File: src/rtl/wb_arb.sv
// Writeback arbiter: merges NCH execution pipes onto one register-file write port,
// retiring no-writeback instructions in parallel and reporting a per-cycle retire count.
module wb_arb #(
  parameter int unsigned NCH    = 3,
  parameter int unsigned XLEN   = 64,
  parameter bit          RR     = 1'b1,
  parameter int unsigned STARVE = 4
) (
  input  logic                        clk,
  input  logic                        rst,
  input  logic [NCH-1:0]              ch_valid,
  input  logic [NCH-1:0]              ch_wb_en,
  input  logic [NCH*5-1:0]            ch_dst,
  input  logic [NCH*XLEN-1:0]         ch_result,
  output logic [NCH-1:0]              ch_ready,
  output logic                        rf_wen,
  output logic [4:0]                  rf_wdst,
  output logic [XLEN-1:0]             rf_wdata,
  output logic [$clog2(NCH+1)-1:0]    retire_cnt
);

  localparam int unsigned PtrW = $clog2(NCH);
  localparam int unsigned CntW = $clog2(NCH+1);

  logic [NCH-1:0] req, rwowb, grant, acc;

  always_comb begin
    req   = '0;
    rwowb = '0;
    for (int i = 0; i < NCH; i++) begin
      req[i]   = ch_valid[i] & ch_wb_en[i] & (ch_dst[5*i +: 5] != 5'd0);
      rwowb[i] = ch_valid[i] & ~req[i];
    end
    ch_ready = ~ch_valid | rwowb | grant;
    acc      = ch_valid & ch_ready;
  end

  if (RR) begin : g_rr
    logic [PtrW-1:0] ptr_q, ptr_d;

    // Two passes: channels at or above the pointer first, then the wrapped-around ones.
    always_comb begin
      grant = '0;
      ptr_d = ptr_q;
      for (int i = 0; i < NCH; i++) begin
        if (grant == '0 && req[i] && PtrW'(i) >= ptr_q) grant[i] = 1'b1;
      end
      for (int i = 0; i < NCH; i++) begin
        if (grant == '0 && req[i]) grant[i] = 1'b1;
      end
      for (int i = 0; i < NCH; i++) begin
        if (grant[i]) ptr_d = (i == NCH - 1) ? '0 : PtrW'(i + 1);
      end
    end

    always_ff @(posedge clk or negedge rst) begin
      if (!rst) ptr_q <= '0;
      else      ptr_q <= ptr_d;
    end
  end else begin : g_fixed
    logic [3:0] wcnt_q [NCH];
    logic [3:0] wcnt_d [NCH];

    always_comb begin
      grant = '0;
      if (STARVE != 0) begin
        for (int i = 0; i < NCH; i++) begin
          if (grant == '0 && req[i] && wcnt_q[i] >= 4'(STARVE)) grant[i] = 1'b1;
        end
      end
      for (int i = 0; i < NCH; i++) begin
        if (grant == '0 && req[i]) grant[i] = 1'b1;
      end
      for (int i = 0; i < NCH; i++) begin
        if (req[i] && !grant[i]) wcnt_d[i] = (wcnt_q[i] == 4'hf) ? 4'hf : wcnt_q[i] + 4'd1;
        else                     wcnt_d[i] = 4'd0;
      end
    end

    always_ff @(posedge clk or negedge rst) begin
      if (!rst) begin
        for (int i = 0; i < NCH; i++) wcnt_q[i] <= 4'd0;
      end else begin
        for (int i = 0; i < NCH; i++) wcnt_q[i] <= wcnt_d[i];
      end
    end
  end

  logic            rf_wen_q, rf_wen_d;
  logic [4:0]      rf_wdst_q, rf_wdst_d;
  logic [XLEN-1:0] rf_wdata_q, rf_wdata_d;
  logic [CntW-1:0] retire_cnt_q, retire_cnt_d;

  always_comb begin
    rf_wen_d     = |grant;
    rf_wdst_d    = rf_wdst_q;
    rf_wdata_d   = rf_wdata_q;
    retire_cnt_d = '0;
    for (int i = 0; i < NCH; i++) begin
      if (grant[i]) begin
        rf_wdst_d  = ch_dst[5*i +: 5];
        rf_wdata_d = ch_result[XLEN*i +: XLEN];
      end
      retire_cnt_d = retire_cnt_d + CntW'(acc[i]);
    end
  end

  always_ff @(posedge clk or negedge rst) begin
    if (!rst) begin
      rf_wen_q     <= 1'b0;
      rf_wdst_q    <= '0;
      rf_wdata_q   <= '0;
      retire_cnt_q <= '0;
    end else begin
      rf_wen_q     <= rf_wen_d;
      rf_wdst_q    <= rf_wdst_d;
      rf_wdata_q   <= rf_wdata_d;
      retire_cnt_q <= retire_cnt_d;
    end
  end

  assign rf_wen     = rf_wen_q;
  assign rf_wdst    = rf_wdst_q;
  assign rf_wdata   = rf_wdata_q;
  assign retire_cnt = retire_cnt_q;

endmodule

File: config.mk
export PLATFORM = sky130hd
export DESIGN_NAME = wb_arb
export DESIGN_NICKNAME = d
export VERILOG_FILES = /design/src/rtl/wb_arb.sv
export SDC_FILE = /design/constraint.sdc
export NUM_CORES = 1
export LEC_CHECK = 0
export ABC_CLOCK_PERIOD_IN_PS = 1720
export CAP_MARGIN = 20
export CELL_PAD_IN_SITES_DETAIL_PLACEMENT = 1
export CELL_PAD_IN_SITES_GLOBAL_PLACEMENT = 1
export CORE_AREA = 8 8 142 144
export DETAILED_ROUTE_END_ITERATION = 7
export DIE_AREA = 0 0 150 152
export GPL_TIMING_DRIVEN = 0
export PLACE_DENSITY_LB_ADDON = 0.1
export REMOVE_ABC_BUFFERS = 1
export SYNTH_ARGS = -nofsm -noshare
export SYNTH_HDL_FRONTEND = slang
export SYNTH_SLANG_ARGS = --single-unit
File: constraint.sdc
create_clock -name clk -period 1.72 [get_ports clk]
set_input_delay 0.344 -clock clk [delete_from_list [all_inputs] [get_ports clk]]
set_output_delay 0.344 -clock clk [all_outputs]
set_load 0.02 [all_outputs]
## Word-level counts from Yosys, hierarchy flattened

Index checks and enable logic that the tools add are counted.

- Add/sub/neg operators: 2
- Order comparisons: 3
- Multiplexer cells: 15
- Bitwise logic cells: 17
- Reduce and logical (&&, ||, !) cells: 17

Operators with widths:

| kind | count |
|---|---|
| $mux 64 | 3 |
| $mux 5 | 3 |
| $reduce_bool 5->1 | 3 |
| $and 1x1->1 | 9 |
| $logic_not 3->1 | 3 |
| $logic_and 1x1->1 | 8 |
| $mux 1 | 6 |
| $mux 2 | 3 |
| $or 3x3->3 | 2 |
| $ge 1x2->1 const A | 2 |
| $not 1->1 | 4 |
| $and 3x3->3 | 1 |
| $not 3->3 | 1 |
| $reduce_bool 3->1 | 1 |
| $reduce_or 3->1 | 1 |
| $add 1x1->2 | 1 |
| $add 2x1->2 | 1 |
| $ge 2x2->1 const A | 1 |
| $logic_not 2->1 | 1 |

- Register bits after elaboration: 74
- Input bits: 215
- Output and inout port bits: 75
- Logic and storage cells: 59

## Depth between registers and ports, before layout

- Depth in word-level cells: 25
- Gate-level depth with buffers: 8
- Mapped depth without buffers: 7

## Least setup slack after synthesis

No wires, ideal clock.

- Path type: input to register
- Start: input ch_dst[6]
- End: register retire_cnt_q[0] (netlist: retire_cnt[0])
- Library setup time: 114 ps
- Data arrival time: 2401 ps
- Required time: 1606 ps
- Path slack: -795 ps
- Cell stages on the path: 8
- Buffers on the path: 1
- Cell sequence: nor4_2 -> a21o_1 -> buf_2 -> a21oi_1 -> o21ai_0 -> nand2_1 -> fa_1 -> inv_1

- Elaborated cells on any way between the ends: 25
- Those cells by class: 2 x add/sub; 5 x mux; 6 x bitwise; 12 x reduce/logical

RTL lines:

| what | RTL line | RTL |
|---|---|---|
| from (decl) | 13 | `input logic [NCH*5-1:0] ch_dst,` |
| $reduce_bool 5->1 (*) | 31 | `req[i] = ch_valid[i] & ch_wb_en[i] & (ch_dst[5*i +: 5] != 5'd0);` |
| $and 1x1->1 (*) | 31 |  |
| $logic_and 1x1->1 (*) (2 in a row) | 46 | `if (grant == '0 && req[i] && PtrW'(i) >= ptr_q) grant[i] = 1'b1;` |
| $mux 1 (*) | 46 |  |
| $logic_not 2->1 | 46 |  |
| $logic_and 1x1->1 (2 in a row) | 46 |  |
| $mux 1 | 46 |  |
| $logic_not 3->1 (*) | 49 | `if (grant == '0 && req[i]) grant[i] = 1'b1;` |
| $logic_and 1x1->1 (*) | 49 |  |
| $mux 1 (*) | 49 |  |
| $or 3x3->3 (*) | 34 | `ch_ready = ~ch_valid \| rwowb \| grant;` |
| via ch_ready[0] | 15 | `output logic [NCH-1:0] ch_ready,` |
| $and 3x3->3 (*) | 35 | `acc = ch_valid & ch_ready;` |
| $add 1x1->2 (*) | 104 | `retire_cnt_d = retire_cnt_d + CntW'(acc[i]);` |
| $add 2x1->2 (*) | 104 |  |
| via retire_cnt_d[0] | 92 | `logic [CntW-1:0] retire_cnt_q, retire_cnt_d;` |
| to (signal assigned) | 118 | `retire_cnt_q <= retire_cnt_d;` |
| to (decl) | 92 |  |

Mark *: on every way through the listed nets, which the timed path passes. The rest lies on a longest branch.
A chain may end at the register's enable or synchronous reset.

## Worst setup path in the final report

- Start: input ch_dst[4]
- End: register rf_wdata_q[20] (netlist: rf_wdata[20])

- Cells in the longest elaborated chain, start to end: 22
- Elaborated cells on any way between the ends: 24
- Those cells by class: 8 x mux; 2 x bitwise; 14 x reduce/logical

Ends and longest elaborated chain:

| what | RTL line | RTL |
|---|---|---|
| $reduce_bool 5->1 (*) | 31 |  |
| $and 1x1->1 (*) | 31 |  |
| $logic_and 1x1->1 | 46 |  |
| $mux 1 | 46 |  |
| $not 1->1 | 46 |  |
| $logic_and 1x1->1 (2 in a row) | 46 |  |
| $mux 1 | 46 |  |
| $logic_not 2->1 | 46 |  |
| [5 not listed] | n/a |  |
| $mux 1 | 49 |  |
| $logic_not 3->1 | 49 |  |
| $logic_and 1x1->1 | 49 |  |
| $mux 1 | 49 |  |
| $logic_not 3->1 | 49 |  |
| $logic_and 1x1->1 | 49 |  |
| $mux 1 | 49 |  |
| $reduce_bool 3->1 (no line) or $mux 64 (tied branches) | n/a |  |
| to (signal assigned) | 117 | `rf_wdata_q <= rf_wdata_d;` |
| to (decl) | 91 | `logic [XLEN-1:0] rf_wdata_q, rf_wdata_d;` |

Mark *: on every way between the ends. The rest lies on a longest branch, timed or not.

==> summary.txt <==
Outcome
  • Status: complete, but fails checks
  • Violated checks: negative setup slack

Timing
  • Final setup fails: 74
  • Post-layout min period: 1.972 ns
  • Final hold vios: 0
  • Worst-case clock skew: 0.005529 ns
  • Tcrit/Tclk final: 1.147
  • Setup repair after global routing missed its margin: yes
  • Hold slack: 0.3481 ns
  • Slew Viols, Final: 0
  • Final setup margin: -0.2522 ns
  • Slew of the pin with the lowest slew margin: 0.5203 ns
  • Slew headroom: 0.6531
  • Peak Freq: 507.0 MHz

Worst setup path
  • Critical-path cell list: buf_8 > nor4_4 > buf_4 > a211oi_4 > o32ai_4 > buf_12 > buf_12 > buf_16 > o21ai_2 > a2bb2oi_1
  • Crit Path Max Fanout: 7
  • Type of origin of the critical path: input pin
  • Crit. End Element: register
  • CP arrival: 2.22 ns
  • CP Class: input pin to register
  • Critical-path top delay cell: nor4_4
  • Required time of the critical path: 1.97 ns
  • CP dominant cell by count: buf_12
  • Worst path max stage delay: 0.39 ns

Final layout
  • Non-Filler Instances: 940
  • Nets: 923
  • Syn-to-layout area delta: 141.2%
  • Fill cells: 1784
  • Share of cells above drive strength 1: 0.3769
  • Antenna Diode Count: 0

Placement
  • Post-DP HPWL: 15000 µm
  • Placed Instances: 857
  • GPL Wtd Cong: 0.7873
  • IO Port Bufs: 289

Clock network
  • Clock sink count: 74
  • CTS max path bufs: 2
  • Clock Root Buffer: clkbuf_16
  • Num CTS Buffers: 9
  • CTS tree: done
  • Worst-Skew Late Latency: 0.34 ns
  • H-tree depth: 3
  • Clock-pin transition on the worst setup and hold timing paths: 0.06 ns

Yosys
  • Mean Syn Cell Area: 10.52 µm²
  • Post-synthesis cell area: 0.003840 mm²
  • YS warnings: 0
  • Top cells by count, synth: 74 x dfrtp_1, 72 x o21ai_0, 69 x a22oi_1, 69 x a2bb2oi_1, 23 x clkbuf_1
  • Seq/Total Area, Yosys: 0.4822
  • Dominant cells by area after synthesis: dfrtp_1 48%, a2bb2oi_1 16%, a22oi_1 13%, o21ai_0 9.4%, clkbuf_1 2.2%
  • Ys async rst share: 1.000
  • Cell taking the most area after synthesis: dfrtp_1
  • Yosys cell types: 31
  • Yosys reg bits: 74
  • Synthesized netlist cell count: 365
  • Post-synth EDFFs: 0
  • Ys flop type: dfrtp_1
  • Most common cell in the netlist: dfrtp_1
  • Share of the synthesized area in the top cell type: 0.4822

Pwr
  • Net Sw Frac: 0.3456
  • Sequential share of power: 0.298
  • P_int: 5015 µW
  • PD cells: 827.4 mW/mm²
  • Proportion of power drawn by the clock network: 0.227
  • Comb pwr share: 0.475
  • Leakage: 0.003660 µW
  • Switching Power: 2648 µW
  • Worst VDD drop: 0.4808 mV

Route
  • Iteration-0 DRC Markers: 174
  • Detailed-route DRC error count: 0
  • Routed Wire Length: 25400 µm
  • Vias: 4818
  • ANT nets after route: 0
  • Wire length on met3: 1963 µm
  • DR WL/cell: 27.02 µm
  • Met2 wire len: 12920 µm
  • Vias per cell: 5.126
  • DRT Pass-1 Iters: 4
  • Metal-1 WL: 10040 µm
  • Max Used Layer: met4

Floorplan
  • Die H: 152 µm
  • Placeable Area: 0.01778 mm²
  • Die W: 150 µm
  • Initial core utilization: 0.2160
  • Die ar.: 0.02280 mm²
  • Row count: 49
  • Ports: 290

Run
  • Max-Cap Viols: 0

GRT
  • Initial antenna violation count: 0
  • First-pass GRT wire length: 33200 µm
  • Number of global-route vias before repair: 5445
  • Gr ovfl total: 0
  • GRT Overall Usage: 0.1904
  • Largest net degree at the start of global routing: 44

Hold path
  • Worst min-delay path class: input pin to register
==> layer usage <==
metal  up-vias  track usage
met5         -            0
met4         0      0.07095
met3        27      0.07306
met2       213       0.3251
met1      2424       0.2087
li1       2154            -
==> critical path, delay by kind of cell <==
kind            cells  cell delay, ns
buf+inv             5            0.76
simple gates        1            0.39
compound gates      4            0.72
==> state kept, by name, summed over array words and instances (netlist names) <==
register    count
rf_wdata       64
rf_wdst         5
g_rr.ptr_q      2
retire_cnt      2
rf_wen          1
==> placed cells by master, fill, tap and decap left out, drive strengths merged <==
cell	n
a21bo	1
a21o	4
a211o	1
nand2b	2
clkdlybuf4s15	5
o21ai	73
o32ai	2
clkdlybuf4s50	231
clkbuf	21
dfrtp	74
nand4b	1
a2bb2oi	69
clkinv	4
a2111oi	1
nand3	2
nor2	1
dlygate4sd3	1
nor4	3
nand2	9
nor3	1
dlymetal6s2s	30
dlygate4sd2	12
a22oi	69
fa	1
nor2b	2
a21oi	8
a211oi	2
a22o	1
inv	5
buf	75
==> per-stage QoR <==
step | util | setup TNS (ns) | cell area [µm²] | total power [µW] | setup slack, ns
6_report | 0.5209 | -11.31 | 9261 | 7663 | -0.2522
5_1_grt | 0.5209 | -15.60 | 9261 | 7981 | -0.3388
4_1_cts | 0.4666 | -8.637 | 8295 | 7149 | -0.1871
3_5_place_dp | 0.3989 | -103.55 | 7093 | 4969 | -1.678
3_3_place_gp | 0.3854 | -563.19 | 6852 | 4872 | -5.005
2_1_floorplan | - | -128.79 | 3672 | 3386 | -1.773
==> path summary, 6_finish.rpt <==
kind	start	endpoint	slack (ns)	depth (start not counted)
setup / recovery	ch_dst[4]	rf_wdata[20]	-0.25	10
hold reg to reg	rf_wdata[61]	rf_wdata[61]	0.52	1
hold / removal	ch_dst[0]	rf_wdst[0]	0.35	3
max in group asynchronous	rst	rf_wdata[11]	0.60	3
setup reg to reg	g_rr.ptr_q[1]	rf_wdata[20]	-0.21	8
min in group asynchronous	rst	rf_wdata[33]	0.51	2
==> power by group through the flow <==
stage / clock network (µW) / logic (µW) / registers (µW)
after floorplan: 0 / 758 / 2630
after global placement: 0 / 2620 / 2250
after detailed placement: 0 / 2710 / 2260
after CTS: 1770 / 3140 / 2240
after global routing: 1840 / 3820 / 2320
final: 1740 / 3640 / 2280
==> area by class of cell <==
class | instances | area, µm² | area share
repair buffers | 364 | 4071 | 0.4396
multi-input cells | 253 | 2775 | 0.2996
flip-flops and latches | 74 | 1854 | 0.2002
well taps | 229 | 286.5 | 0.03094
clock buffers | 11 | 232.7 | 0.02513
inverters | 5 | 21.27 | 0.002297
clock inverters | 4 | 20.02 | 0.002162
==> cells by family (layout without fill, tap and decap cells) <==
kind of cell               count (synthesis)  after routing  share of synthesized area
and+or+nand+nor                           19             21                    0.03389
AOI/OAI and AO/OA                        230            231                     0.4301
DFF                                       74             74                     0.4822
adders and majority gates                  1              1                   0.005214
buffers and inverters                     41            384                    0.04855
==> timing repair <==
action	in CTS	in global routing
cloned	6	15
hold buffers	1	0
resized for setup	228	142
buffers inserted	40	10
pin swaps	37	78
endpoints found under the hold margin	32	0
setup endpoints to repair	80	91
Note: power is estimated with default switching activity, not from simulation.
